--- src/rtl/uart_rx.sv ---
// UART receiver: synchronizes rx_i, detects a start edge and samples start/data/parity/stop
// at mid-bit using a runtime baud limit. Define UART_RX_MAJORITY_EN for 3-sample majority voting.
module uart_rx #(
  parameter int DATA_W      = 8,
  parameter int SYNC_STAGES = 2
) (
  input  logic              clk_i,
  input  logic              rst_ni,
  input  logic              rx_i,
  input  logic              rx_en_i,
  input  logic              parity_en_i,
  input  logic              parity_odd_i,
  input  logic [15:0]       bauds_lim_i,
  output logic [DATA_W-1:0] rx_data_o,
  output logic              rx_done_o,
  output logic              frame_err_o,
  output logic              parity_err_o
);

  localparam int BIT_W = $clog2(DATA_W + 1);

  typedef enum logic [2:0] {S_IDLE, S_START, S_DATA, S_PARITY, S_STOP} state_e;

  state_e                   state_q, state_d;
  logic [SYNC_STAGES-1:0]   sync_q;
  logic                     line, line_q, fall;
  logic [15:0]              cnt_q, lim_q, per;
  logic                     par_en_q, par_odd_q, par_err_q;
  logic [BIT_W-1:0]         bit_cnt_q;
  logic [DATA_W-1:0]        shreg_q;
  logic                     sample_pt, strobe, bit_s;

  // Synchronizer idles high so reset never looks like a start edge.
  always_ff @(posedge clk_i or negedge rst_ni) begin
    if (!rst_ni) begin
      sync_q <= '1;
      line_q <= 1'b1;
    end else begin
      // NOTE: non-blocking assignments keep every flop sampling pre-edge values, so the chain shifts by one stage per clock.
      sync_q <= {sync_q[SYNC_STAGES-2:0], rx_i};
      line_q <= line;
    end
  end

  assign line = sync_q[SYNC_STAGES-1];
  assign fall = line_q & ~line;
  assign per  = (lim_q < 16'd3) ? 16'd3 : lim_q;

  always_comb begin
    sample_pt = 1'b0;
    case (state_q)
      S_START:                  sample_pt = (cnt_q == (per >> 1));
      S_DATA, S_PARITY, S_STOP: sample_pt = (cnt_q == per);
      default:                  sample_pt = 1'b0;
    endcase
  end

`ifdef UART_RX_MAJORITY_EN
  // The vote resolves one cycle after the sample point, so the counter restarts at 1 to keep bit timing aligned.
  localparam logic [15:0] CNT_RESTART = 16'd1;
  logic strobe_q, line_d1, line_d2;

  always_ff @(posedge clk_i or negedge rst_ni) begin
    if (!rst_ni) begin
      strobe_q <= 1'b0;
      line_d1  <= 1'b1;
      line_d2  <= 1'b1;
    end else begin
      strobe_q <= sample_pt & rx_en_i;
      line_d1  <= line;
      line_d2  <= line_d1;
    end
  end

  assign strobe = strobe_q;
  assign bit_s  = (line_d2 & line_d1) | (line_d2 & line) | (line_d1 & line);
`else
  localparam logic [15:0] CNT_RESTART = 16'd0;
  assign strobe = sample_pt;
  assign bit_s  = line;
`endif

  always_ff @(posedge clk_i or negedge rst_ni) begin
    if (!rst_ni) state_q <= S_IDLE;
    else         state_q <= state_d;
  end

  always_comb begin
    // NOTE: assigning the default first means every path drives state_d, so no latch is inferred.
    state_d = state_q;
    if (state_q != S_IDLE && !rx_en_i) begin
      state_d = S_IDLE;
    end else begin
      case (state_q)
        S_IDLE:   if (rx_en_i && fall) state_d = S_START;
        S_START:  if (strobe) state_d = bit_s ? S_IDLE : S_DATA;
        S_DATA:   if (strobe && bit_cnt_q == BIT_W'(DATA_W - 1))
                    state_d = par_en_q ? S_PARITY : S_STOP;
        S_PARITY: if (strobe) state_d = S_STOP;
        S_STOP:   if (strobe) state_d = S_IDLE;
        default:  state_d = S_IDLE;
      endcase
    end
  end

  always_ff @(posedge clk_i or negedge rst_ni) begin
    if (!rst_ni) begin
      cnt_q     <= '0;
      lim_q     <= '0;
      par_en_q  <= 1'b0;
      par_odd_q <= 1'b0;
      par_err_q <= 1'b0;
      bit_cnt_q <= '0;
      shreg_q   <= '0;
    end else begin
      if (state_d == S_IDLE)        cnt_q <= '0;
      else if (state_d != state_q)  cnt_q <= (state_q == S_IDLE) ? 16'd0 : CNT_RESTART;
      else if (cnt_q == per)        cnt_q <= '0;
      else                          cnt_q <= cnt_q + 16'd1;

      if (state_q == S_IDLE && state_d == S_START) begin
        lim_q     <= bauds_lim_i;
        par_en_q  <= parity_en_i;
        par_odd_q <= parity_odd_i;
      end

      if (state_q == S_DATA && strobe && rx_en_i) begin
        shreg_q   <= {bit_s, shreg_q[DATA_W-1:1]};
        bit_cnt_q <= bit_cnt_q + 1'b1;
      end else if (state_q != S_DATA) begin
        bit_cnt_q <= '0;
      end

      if (state_q == S_PARITY && strobe)
        par_err_q <= (^shreg_q) ^ bit_s ^ par_odd_q;
    end
  end

  // Outputs change only on a completed frame and hold otherwise.
  always_ff @(posedge clk_i or negedge rst_ni) begin
    if (!rst_ni) begin
      rx_data_o    <= '0;
      rx_done_o    <= 1'b0;
      frame_err_o  <= 1'b0;
      parity_err_o <= 1'b0;
    end else if (state_q == S_STOP && strobe && rx_en_i) begin
      rx_done_o    <= 1'b1;
      rx_data_o    <= shreg_q;
      frame_err_o  <= ~bit_s;
      parity_err_o <= par_en_q & par_err_q;
    end else begin
      rx_done_o    <= 1'b0;
    end
  end

endmodule

--- config.mk ---
export PLATFORM = sky130hd
export DESIGN_NAME = uart_rx
export DESIGN_NICKNAME = d
export VERILOG_FILES = /design/src/rtl/uart_rx.sv
export SDC_FILE = /design/constraint.sdc
export NUM_CORES = 1
export LEC_CHECK = 0
export ABC_AREA = 1
export CAP_MARGIN = 20
export CELL_PAD_IN_SITES_DETAIL_PLACEMENT = 0
export CELL_PAD_IN_SITES_GLOBAL_PLACEMENT = 1
export CORE_AREA = 4 4 103 105
export DETAILED_ROUTE_END_ITERATION = 10
export DIE_AREA = 0 0 107 109
export PLACE_DENSITY_LB_ADDON = 0.1
export SYNTH_ARGS = -nofsm -noshare
export SYNTH_HDL_FRONTEND = slang
export SYNTH_SLANG_ARGS = --single-unit
--- constraint.sdc ---
create_clock -name clk_i -period 2.4 [get_ports clk_i]
set_clock_uncertainty 0.2 [all_clocks]
set_input_delay 0.48 -clock clk_i [delete_from_list [all_inputs] [get_ports clk_i]]
set_output_delay 0.48 -clock clk_i [all_outputs]
set_load 0.05 [all_outputs]
==> results of run 1 <==
-- synth_stat cells (3+ instances only) --
library cell,instances
nand2_1,106
o21ai_1,3
nor3_2,3
clkbuf_1,5
inv_1,53
dfstp_2,3
xnor2_1,18
nand4_1,16
nand3_2,4
nor2_1,48
xor2_1,22
nand3_1,25
nor2_4,10
nand2_2,6
o21ai_0,37
nor3_1,8
inv_2,4
dfrtp_1,61
nor4_1,5
-- cell families after synthesis --
kind of cell,Yosys count,share of synthesized area [%]
compound gates,48,6.98
xor+xnor,40,9.40
fa+ha+maj,2,0.671
buf+inv,67,7.29
flops,64,43.1
mux,1,0.302
simple gates,242,32.3
-- cell type report --
cell class	count	area [um2]	share of cell area (%)
Clock buffer	9	124	2.30
Clock inverter	7	103	1.91
Multi-Input combinational cell	333	2020	37.5
Inverter	58	224	4.16
Tap cell	133	166	3.09
Timing Repair inverter	3	20.0	0.372
Timing Repair Buffer	128	1120	20.8
Sequential cell	64	1610	29.8
-- cell usage in the layout (no fill, tap or decap), types with 9 or more instances in the layout --
master and count:
buf_4 87, clkbuf_8 9, clkdlybuf4s50_1 31, dfrtp_1 61
inv_1 53, nand2_1 98, nand2_2 11, nand3_1 22
nand4_1 16, nor2_1 43, nor2_4 13, o21ai_0 23
o21ai_1 11, xnor2_1 16, xor2_1 22
-- through the flow --
stage | setup TNS [ns] | hold slack (ns) | power (mW) | cells | utilization [%]
floorplan | 0 | -0.0156 | 2.49 | 464 | -
global placement | -3.73 | 0.146 | 3.26 | 701 | 49.7
detailed placement | -4.03 | 0.150 | 3.26 | 701 | 49.7
CTS | -3.44 | 0.162 | 4.59 | 731 | 54.3
global route | -11.95 | 0.164 | 4.97 | 735 | 55.8
finish | -4.86 | 0.160 | 4.65 | 735 | 55.8
-- power by group --
| part | internal, mW | switching, mW |
|---|---|---|
| clock | 0.595 | 0.491 |
| combinational | 0.995 | 1.19 |
| sequential | 1.25 | 0.128 |
-- timing repair --
item,4_1_cts,5_1_grt
hold buffers,1,0
pin swaps,5,19
hold endpoints to repair,61,0
gates resized for setup,38,23
cloned,3,1
setup endpoints to repair,36,39
setup buffers,10,3
-- per-layer routing --
layer	up-vias	share of wire, %
met5	-	0
met1	1596	49
met2	52	45
li1	1759	-
met4	0	1.5
met3	13	4.1
-- how the worst max path moves through the flow --
stage | start | endpoint | slack [ns] | cells after the start
6_report | lim_q[12]$_DFFE_PN0P_ | cnt_q[12]$_DFF_PN0_ | -0.18 | 18
5_1_grt | lim_q[6]$_DFFE_PN0P_ | cnt_q[3]$_DFF_PN0_ | -0.37 | 18
4_1_cts | lim_q[8]$_DFFE_PN0P_ | cnt_q[7]$_DFF_PN0_ | -0.13 | 17
3_5_place_dp | lim_q[14]$_DFFE_PN0P_ | cnt_q[0]$_DFF_PN0_ | -0.18 | 17
3_3_place_gp | lim_q[10]$_DFFE_PN0P_ | cnt_q[15]$_DFF_PN0_ | -0.16 | 17
2_1_floorplan | lim_q[10]$_DFFE_PN0P_ | cnt_q[9]$_DFF_PN0_ | 0.13 | 17
-- state kept, by name, indices dropped and copies added, names as in the netlist --
register	cells
par_odd_q	1
rx_data_o	8
parity_err_o	1
par_en_q	1
shreg_q	8
state_q	3
sync_q	2
frame_err_o	1
rx_done_o	1
cnt_q	16
par_err_q	1
lim_q	16
line_q	1
bit_cnt_q	4
==> impl_metrics.py, run 1 <==
metrics = {
    "critical_path": {
        "cp.required_ns": 2.49,
        "cp_cell_sequence": "nor2_1, nand2_1, nor2_4, nand2_4, nand3_4, nand2_2, nor3_4, nand3_2, nand3_1, nand2_1, clkinv_2, nand2_4, nand3_1, nand2_1, nor2_2, nand2_4, buf_16, nor2_4",
        "crit_arrival_ns": 2.67,
        "critPathLaunchType": "register",
        "endpoint_kind": "register",
        "criticalPathCategory": "reg2reg",
        "cp_num_buf_inv": 2,
        "r2r_start": "lim_q[12]$_DFFE_PN0P_",
        "worstPathMaxFanout": 8,
        "rr_worst_depth": 18,
        "rrSetupSlack_ns": -0.18,
        "reg2reg_to": "cnt_q[12]$_DFF_PN0_",
        "cp_top_family": "simple AND/OR/NAND/NOR gates",
        "critical_path.slowest_cell": "dfrtp_1",
        "max_stage_delay_ns": 0.41,
    },
    "timing": {
        "tightest_slew_ns": 0.811,
        "rsz0062_at_grt": "yes",
        "slew_headroom_pct": 45.4,
        "hold_viol_final": 0,
        "layout_setup_ws_ns": -0.183,
        "maxSlewViolCount": 0,
        "setup_viol": 38,
        "fmax_mhz": 387,
        "finalCritPeriodShare_pct": 108,
        "min_period_ns": 2.58,
    },
    "drt": {
        "route.detailed.drc": 0,
        "post_drt_wl_per_cell_um": 14.0,
        "vias": 3420,
        "drtIter0Drc": 139,
        "antenna_left": 0,
        "drt_wl_total_um": 10300,
        "viasPerCell": 4.65,
        "drt-pass1-iter-count": 4,
    },
    "final_layout": {
        "antenna_cells": 0,
        "drive_gt1_share_pct": 30.7,
        "final_area_mm2": 0.00538,
        "fillCellCount": 955,
        "nets": 621,
        "syn2layout_area_growth_pct": 44.4,
    },
    "global_routing": {
        "grt_max_degree": 65,
        "grt_pass1_vias": 3485,
        "grt_first_pass_wirelength_um": 17200,
        "grtUsageTotal_pct": 19.1,
        "gr-usage-met3_pct": 3.43,
        "grt_busiest_layer": "met2",
        "gr-usage-met1_pct": 26.1,
        "grt_overflow": 0,
        "use_met2_pct": 30.4,
        "antenna_found_initial": 0,
    },
    "die": {
        "fp.dieH_um": 109,
        "dieArea_mm2": 0.0117,
        "num_rows": 36,
        "ios": 33,
        "initial_core_util_pct": 38.7,
        "core_area_mm2": 0.00964,
        "die_w_um": 107,
    },
    "clock_tree": {
        "cts_tree": "done",
        "cts_buffers": 9,
        "cts-root-buf": "clkbuf_8",
        "clockBufferDepth": 2,
        "clk_latency_ns": 0.36,
        "clk_pin_slew_ns": 0.08,
        "clock-sinks": 64,
        "ctsHtreeMaxLevel": 3,
    },
    "logic_synthesis": {
        "async_flop_share_pct": 100,
        "synth_cells": 464,
        "synthTopCellsByArea": "dfrtp_1, nand2_1, inv_1, xor2_1, o21ai_0",
        "syn_avg_cell_area_um2": 8.03,
        "yosysSeqAreaShare_pct": 43.1,
        "yosysWarnings": 0,
        "synth_edf_count": 0,
        "ys_ff_latch": 64,
        "ys_types": 38,
        "ys.flop_type": "dfrtp_1",
        "netlist_area_mm2": 0.00373,
        "yosysTopAreaCell": "dfrtp_1",
        "syn-num-nets": 488,
        "yosysTopAreaCellShare_pct": 41.0,
    },
    "placement": {
        "dp_worst_setup_slack_ns": -0.184,
        "gp_congestion": 0.937,
        "dp_hpwl_um": 7430,
        "dpl-instance-area_mm2": 0.00479,
        "io_buffers": 32,
    },
    "job": {
        "max_cap_violations": 0,
    },
    "min_path": {
        "holdPathStages": 0,
        "whs_endpoint": "sync_q[1]$_DFF_PN1_",
        "hp-start": "sync_q[0]$_DFF_PN1_",
        "min_path_type": "reg2reg",
    },
    "power_and_ir_drop": {
        "power-per-cell-area_mw_per_mm2": 865,
        "cellLeakagePower_nw": 2.46,
        "vdd_ir_drop_max_uv": 313,
    },
    "status": {
        "status": "finished, violations left",
        "failed_checks": "negative setup slack",
    },
}
Power figures use the tool's default switching activity.
==> inputs of run 2 (changes only) <==
--- a/constraint.sdc
+++ b/constraint.sdc
@@ -3,3 +3,3 @@
 set_input_delay 0.48 -clock clk_i [delete_from_list [all_inputs] [get_ports clk_i]]
 set_output_delay 0.48 -clock clk_i [all_outputs]
-set_load 0.05 [all_outputs]
+set_load 0.1 [all_outputs]
==> impl_metrics.py, run 2 (synthesis gave the netlist of run 1 again) <==
metrics = {
    "timing": {
        "rsz0062_at_grt": "yes",
        "setup_viol": 20,
        "slew_headroom_pct": 46.0,
        "finalCritPeriodShare_pct": 108,
        "min_period_ns": 2.58,
        "maxSlewViolCount": 0,
        "layout_setup_ws_ns": -0.183,
        "tightest_slew_ns": 0.802,
        "hold_viol_final": 0,
        "holdWs_ns": 0.165,
        "fmax_mhz": 387,
    },
    "final_layout": {
        "reg.largest.list": "cnt_q: 16 flops, lim_q: 16 flops",
        "drive_gt1_share_pct": 32.1,
        "antenna_cells": 0,
        "final_common_cell": "nand2_1",
        "final_area_mm2": 0.00525,
        "final_cell_mix": "nand2_1, buf_4, dfrtp_1",
        "syn2layout_area_growth_pct": 41.0,
        "finish.utilization_pct": 54.5,
        "fillCellCount": 964,
        "nets": 617,
    },
    "clock_tree": {
        "clockBufferDepth": 2,
        "cts_buffers": 9,
        "clk_latency_ns": 0.36,
        "ctsHtreeMaxLevel": 3,
        "clock-sinks": 64,
        "cts-root-buf": "clkbuf_8",
        "cts_tree": "done",
        "clk_pin_slew_ns": 0.08,
    },
    "critical_path": {
        "max_stage_delay_ns": 0.42,
        "criticalPathCategory": "reg2reg",
        "crit_arrival_ns": 2.67,
        "endpoint_kind": "register",
        "critical_path.slowest_cell": "dfrtp_1",
        "cp_top_family": "simple AND/OR/NAND/NOR gates",
        "cp.required_ns": 2.49,
        "cp_cell_sequence": "nor2_1, nand2_1, nor2_2, nand2_4, nand3_4, nand4_1, nor2_1, nand3_2, nand2_4, nand2_2, o21ai_2, inv_1, o21ai_2, nand2_2, nand2_2, nand2_4, buf_12, nor2_1",
        "critPathLaunchType": "register",
        "worstPathMaxFanout": 8,
        "cp_num_buf_inv": 2,
        "rrSetupSlack_ns": -0.18,
    },
    "power_and_ir_drop": {
        "vdd_ir_drop_max_uv": 480,
        "power-per-cell-area_mw_per_mm2": 857,
        "finalPower_mw": 4.50,
        "cellLeakagePower_nw": 2.44,
    },
    "min_path": {
        "min_path_type": "reg2reg",
    },
    "global_routing": {
        "gr-usage-met1_pct": 26.4,
        "grt_busiest_layer": "met2",
        "grt_max_degree": 65,
        "grt_first_pass_wirelength_um": 17400,
        "grtUsageTotal_pct": 19.3,
        "use_met2_pct": 31.0,
        "gr-usage-met3_pct": 3.85,
        "antenna_found_initial": 0,
        "grt_overflow": 0,
        "grt_pass1_vias": 3496,
    },
    "die": {
        "num_rows": 36,
        "initial_core_util_pct": 38.7,
        "ios": 33,
        "dieArea_mm2": 0.0117,
        "die_w_um": 107,
        "fp.dieH_um": 109,
        "core_area_mm2": 0.00964,
    },
    "drt": {
        "vias": 3396,
        "viasPerCell": 4.65,
        "post_drt_wl_per_cell_um": 14.2,
        "route.detailed.drc": 0,
        "drtIter0Drc": 149,
        "antenna_left": 0,
        "drt-pass1-iter-count": 4,
        "drt_wl_total_um": 10400,
    },
    "status": {
        "failed_checks": "negative setup slack",
        "status": "finished, violations left",
    },
    "placement": {
        "io_buffers": 32,
        "dp_hpwl_um": 7620,
        "dpl-instance-area_mm2": 0.00477,
        "gp_congestion": 0.903,
        "dp_worst_setup_slack_ns": -0.200,
    },
    "job": {
        "max_cap_violations": 0,
    },
}
-- run 2: metrics by stage --
| stage | TNS [ns] | cells |
|---|---|---|
| 2_1_floorplan | 0 | 464 |
| 3_3_place_gp | -3.86 | 703 |
| 3_5_place_dp | -4.23 | 703 |
| 4_1_cts | -2.35 | 726 |
| 5_1_grt | -7.50 | 731 |
| 6_report | -2.73 | 731 |
-- run 2: per-layer routing --
| layer | wire length (um) | part of all wire, % |
|---|---|---|
| met5 | 0 | 0 |
| met4 | 144 | 1.4 |
| met3 | 300 | 2.9 |
| met2 | 4800 | 46 |
| met1 | 5110 | 49 |
-- run 2: area by class of cell --
type,count,area [um2],area share [%]
Inverter,58,223,4.24
Clock buffer,10,138,2.62
Tap cell,133,166,3.17
Sequential cell,64,1610,30.6
Multi-Input combinational cell,333,2020,38.4
Timing Repair Buffer,127,1060,20.1
Clock inverter,6,43.8,0.834
-- run 2: path summary, 6_finish.rpt --
| path | from | endpoint | cells past startpoint |
|---|---|---|---|
| min in group asynchronous | rst_ni | cnt_q[2]$_DFF_PN0_ | 3 |
| worst min register to register | sync_q[0]$_DFF_PN1_ | sync_q[1]$_DFF_PN1_ | 0 |
| worst max-delay path | lim_q[7]$_DFFE_PN0P_ | cnt_q[3]$_DFF_PN0_ | 18 |
| max in group asynchronous | rst_ni | sync_q[0]$_DFF_PN1_ | 3 |
| worst max register to register | lim_q[7]$_DFFE_PN0P_ | cnt_q[3]$_DFF_PN0_ | 18 |
| worst min-delay path | sync_q[0]$_DFF_PN1_ | sync_q[1]$_DFF_PN1_ | 0 |
-- run 2: timing repair --
item	in CTS	in global routing
setup buffers	5	5
hold buffers	1	0
pin swaps	2	5
hold endpoints to repair	61	0
gates cloned	1	0
resized for setup	17	38
setup endpoints to repair	34	40
-- run 2: power by group --
part | switching [mW] | total (mW) | internal, mW
clock network | 0.475 | 0.881 | 0.406
logic | 1.23 | 2.24 | 1.01
registers | 0.135 | 1.38 | 1.25
total | 1.84 | 4.50 | 2.66
==> inputs of run 3 (changes only) <==
- CORE_AREA: 4 4 103 105 -> 4 4 99 101
- DIE_AREA: 0 0 107 109 -> 0 0 103 105
- MAX_ROUTING_LAYER: not set -> met4
- clock period: 2.4 -> 2.91 ns (I/O delays scaled with it)
==> impl_metrics.py, run 3 (synthesis gave the netlist of run 1 again) <==
metrics = {
    "status": {
        "status": "completed",
    },
    "clock_tree": {
        "cts_tree": "done",
        "clk_latency_ns": 0.35,
        "clockBufferDepth": 2,
        "cts-root-buf": "clkbuf_8",
        "clk_pin_slew_ns": 0.08,
        "ctsHtreeMaxLevel": 3,
        "cts_buffers": 9,
        "clock-sinks": 64,
    },
    "final_layout": {
        "nets": 532,
        "final_cells": 624,
        "register_area_mm2": 0.00161,
        "multi_input_area_mm2": 0.00189,
        "syn2layout_area_growth_pct": 18.9,
        "final_common_cell": "nand2_1",
        "antenna_cells": 0,
        "drive_gt1_share_pct": 15.8,
        "fillCellCount": 892,
        "final_area_mm2": 0.00443,
        "reg.largest.list": "cnt_q: 16 flops, lim_q: 16 flops",
        "final_cell_mix": "nand2_1, dfrtp_1, inv_1",
    },
    "placement": {
        "io_buffers": 32,
        "gp_congestion": 0.960,
        "place_inst": 603,
        "dpl-instance-area_mm2": 0.00415,
        "dp_worst_setup_slack_ns": 0.219,
        "dp_hpwl_um": 6860,
    },
    "job": {
        "max_cap_violations": 0,
    },
    "critical_path": {
        "endpoint": "cnt_q[6]$_DFF_PN0_",
        "rr_worst_depth": 17,
        "crit_arrival_ns": 2.72,
        "criticalPathCategory": "reg2reg",
        "endpoint_kind": "register",
        "rrSetupSlack_ns": 0.23,
        "critPathLaunchType": "register",
        "r2r_start": "lim_q[10]$_DFFE_PN0P_",
        "reg2reg_to": "cnt_q[6]$_DFF_PN0_",
        "cp.required_ns": 2.95,
        "worstPathMaxFanout": 8,
        "timing.critical_path.from": "lim_q[10]$_DFFE_PN0P_",
    },
    "die": {
        "core_area_mm2": 0.00902,
        "ios": 33,
        "dieArea_mm2": 0.0108,
        "die_w_um": 103,
        "num_rows": 35,
        "fp.dieH_um": 105,
        "initial_core_util_pct": 41.3,
    },
    "global_routing": {
        "grt_pass1_vias": 3046,
        "grt_max_degree": 65,
        "grtUsageTotal_pct": 18.7,
        "grt_overflow": 0,
        "grt_first_pass_wirelength_um": 15400,
        "antenna_found_initial": 0,
    },
    "power_and_ir_drop": {
        "cellLeakagePower_nw": 1.97,
        "vdd_ir_drop_max_uv": 312,
        "finalPower_mw": 3.29,
        "power-per-cell-area_mw_per_mm2": 742,
    },
    "drt": {
        "drt-pass1-iter-count": 4,
        "drtIter0Drc": 158,
        "route.detailed.drc": 0,
        "drt_wl_total_um": 9370,
        "vias": 3092,
        "post_drt_wl_per_cell_um": 15.0,
        "antenna_left": 0,
        "viasPerCell": 4.96,
    },
    "timing": {
        "layout_setup_ws_ns": 0.226,
        "tightest_slew_ns": 0.605,
        "setup_viol": 0,
        "finalCritPeriodShare_pct": 92.2,
        "fmax_mhz": 373,
        "slew_headroom_pct": 59.2,
        "hold_viol_final": 0,
        "min_period_ns": 2.68,
        "holdWs_ns": 0.0129,
        "maxSlewViolCount": 0,
    },
    "min_path": {
        "min_path_type": "in2async",
    },
}
run 3: cell count changes in the layout (fill, tap and decap cells not counted), moves of 5 or more:
cell / delta
buf_4: -82
nand2_1: +5
nand3_1: +5
nor2_1: +6
nor2_2: -5
o21ai_0: +12
o21ai_1: -11
run 3: worst min path at each step:
| stage | depth (start not counted) | to | slack, ns | startpoint |
|---|---|---|---|---|
| after floorplan | 0 | bit_cnt_q[0]$_DFFE_PN0P_ | 0.09 | rst_ni |
| after global placement | 0 | sync_q[1]$_DFF_PN1_ | 0.15 | sync_q[0]$_DFF_PN1_ |
| after detailed placement | 0 | sync_q[1]$_DFF_PN1_ | 0.15 | sync_q[0]$_DFF_PN1_ |
| after CTS | 2 | cnt_q[2]$_DFF_PN0_ | 0.05 | rst_ni |
| after global routing | 2 | cnt_q[2]$_DFF_PN0_ | 0.06 | rst_ni |
| final | 2 | lim_q[0]$_DFFE_PN0P_ | 0.01 | rst_ni |
run 3: per-stage QoR:
step           utilization (%)  TNS [ns]
2_1_floorplan                -         0
3_3_place_gp              46.0         0
3_5_place_dp              46.0         0
4_1_cts                   48.2         0
5_1_grt                   49.1   -0.0179
6_report                  49.1         0
run 3: per-layer routing:
layer / global-route usage [%] / vias up / part of all wire [%]
met4: 5.92 / 0 / 1.9
met3: 3.87 / 17 / 4.2
met2: 25.7 / 59 / 43
met1: 27.4 / 1437 / 51
li1: - / 1579 / -
met5: - / - / 0
run 3: what timing repair did:
item / 4_1_cts / 5_1_grt
setup endpoints to repair: 0 / 16
hold buffers: 0 / 0
gates resized for setup: 0 / 5
setup buffers: 0 / 4
run 3: final cells by class:
class	instances	share of cell area, %
Sequential cell	64	36.3
Clock inverter	7	1.78
Clock buffer	9	2.80
Timing Repair Buffer	41	8.58
Tap cell	111	3.13
Multi-Input combinational cell	334	42.5
Inverter	58	4.91
run 3: worst max-delay path, stage by stage (launching register included):
cell,delay [ns]
dfrtp_2,0.44
nor2_1,0.12
nand2_1,0.08
nor2_2,0.14
nand2_2,0.11
nand3_1,0.11
nand2_1,0.11
nor3_2,0.14
nand3_2,0.15
buf_4,0.17
nand3_1,0.07
nand2_1,0.05
inv_1,0.06
nand2_1,0.05
o21ai_1,0.14
nand2_2,0.19
nand2_8,0.21
nor2_4,0.03
run 3: power by group:
part           switching (mW)  leakage, nW  internal, mW
Sequential              0.162        0.851          1.03
Combinational           0.832         1.02         0.467
Clock                   0.394       0.0925         0.402
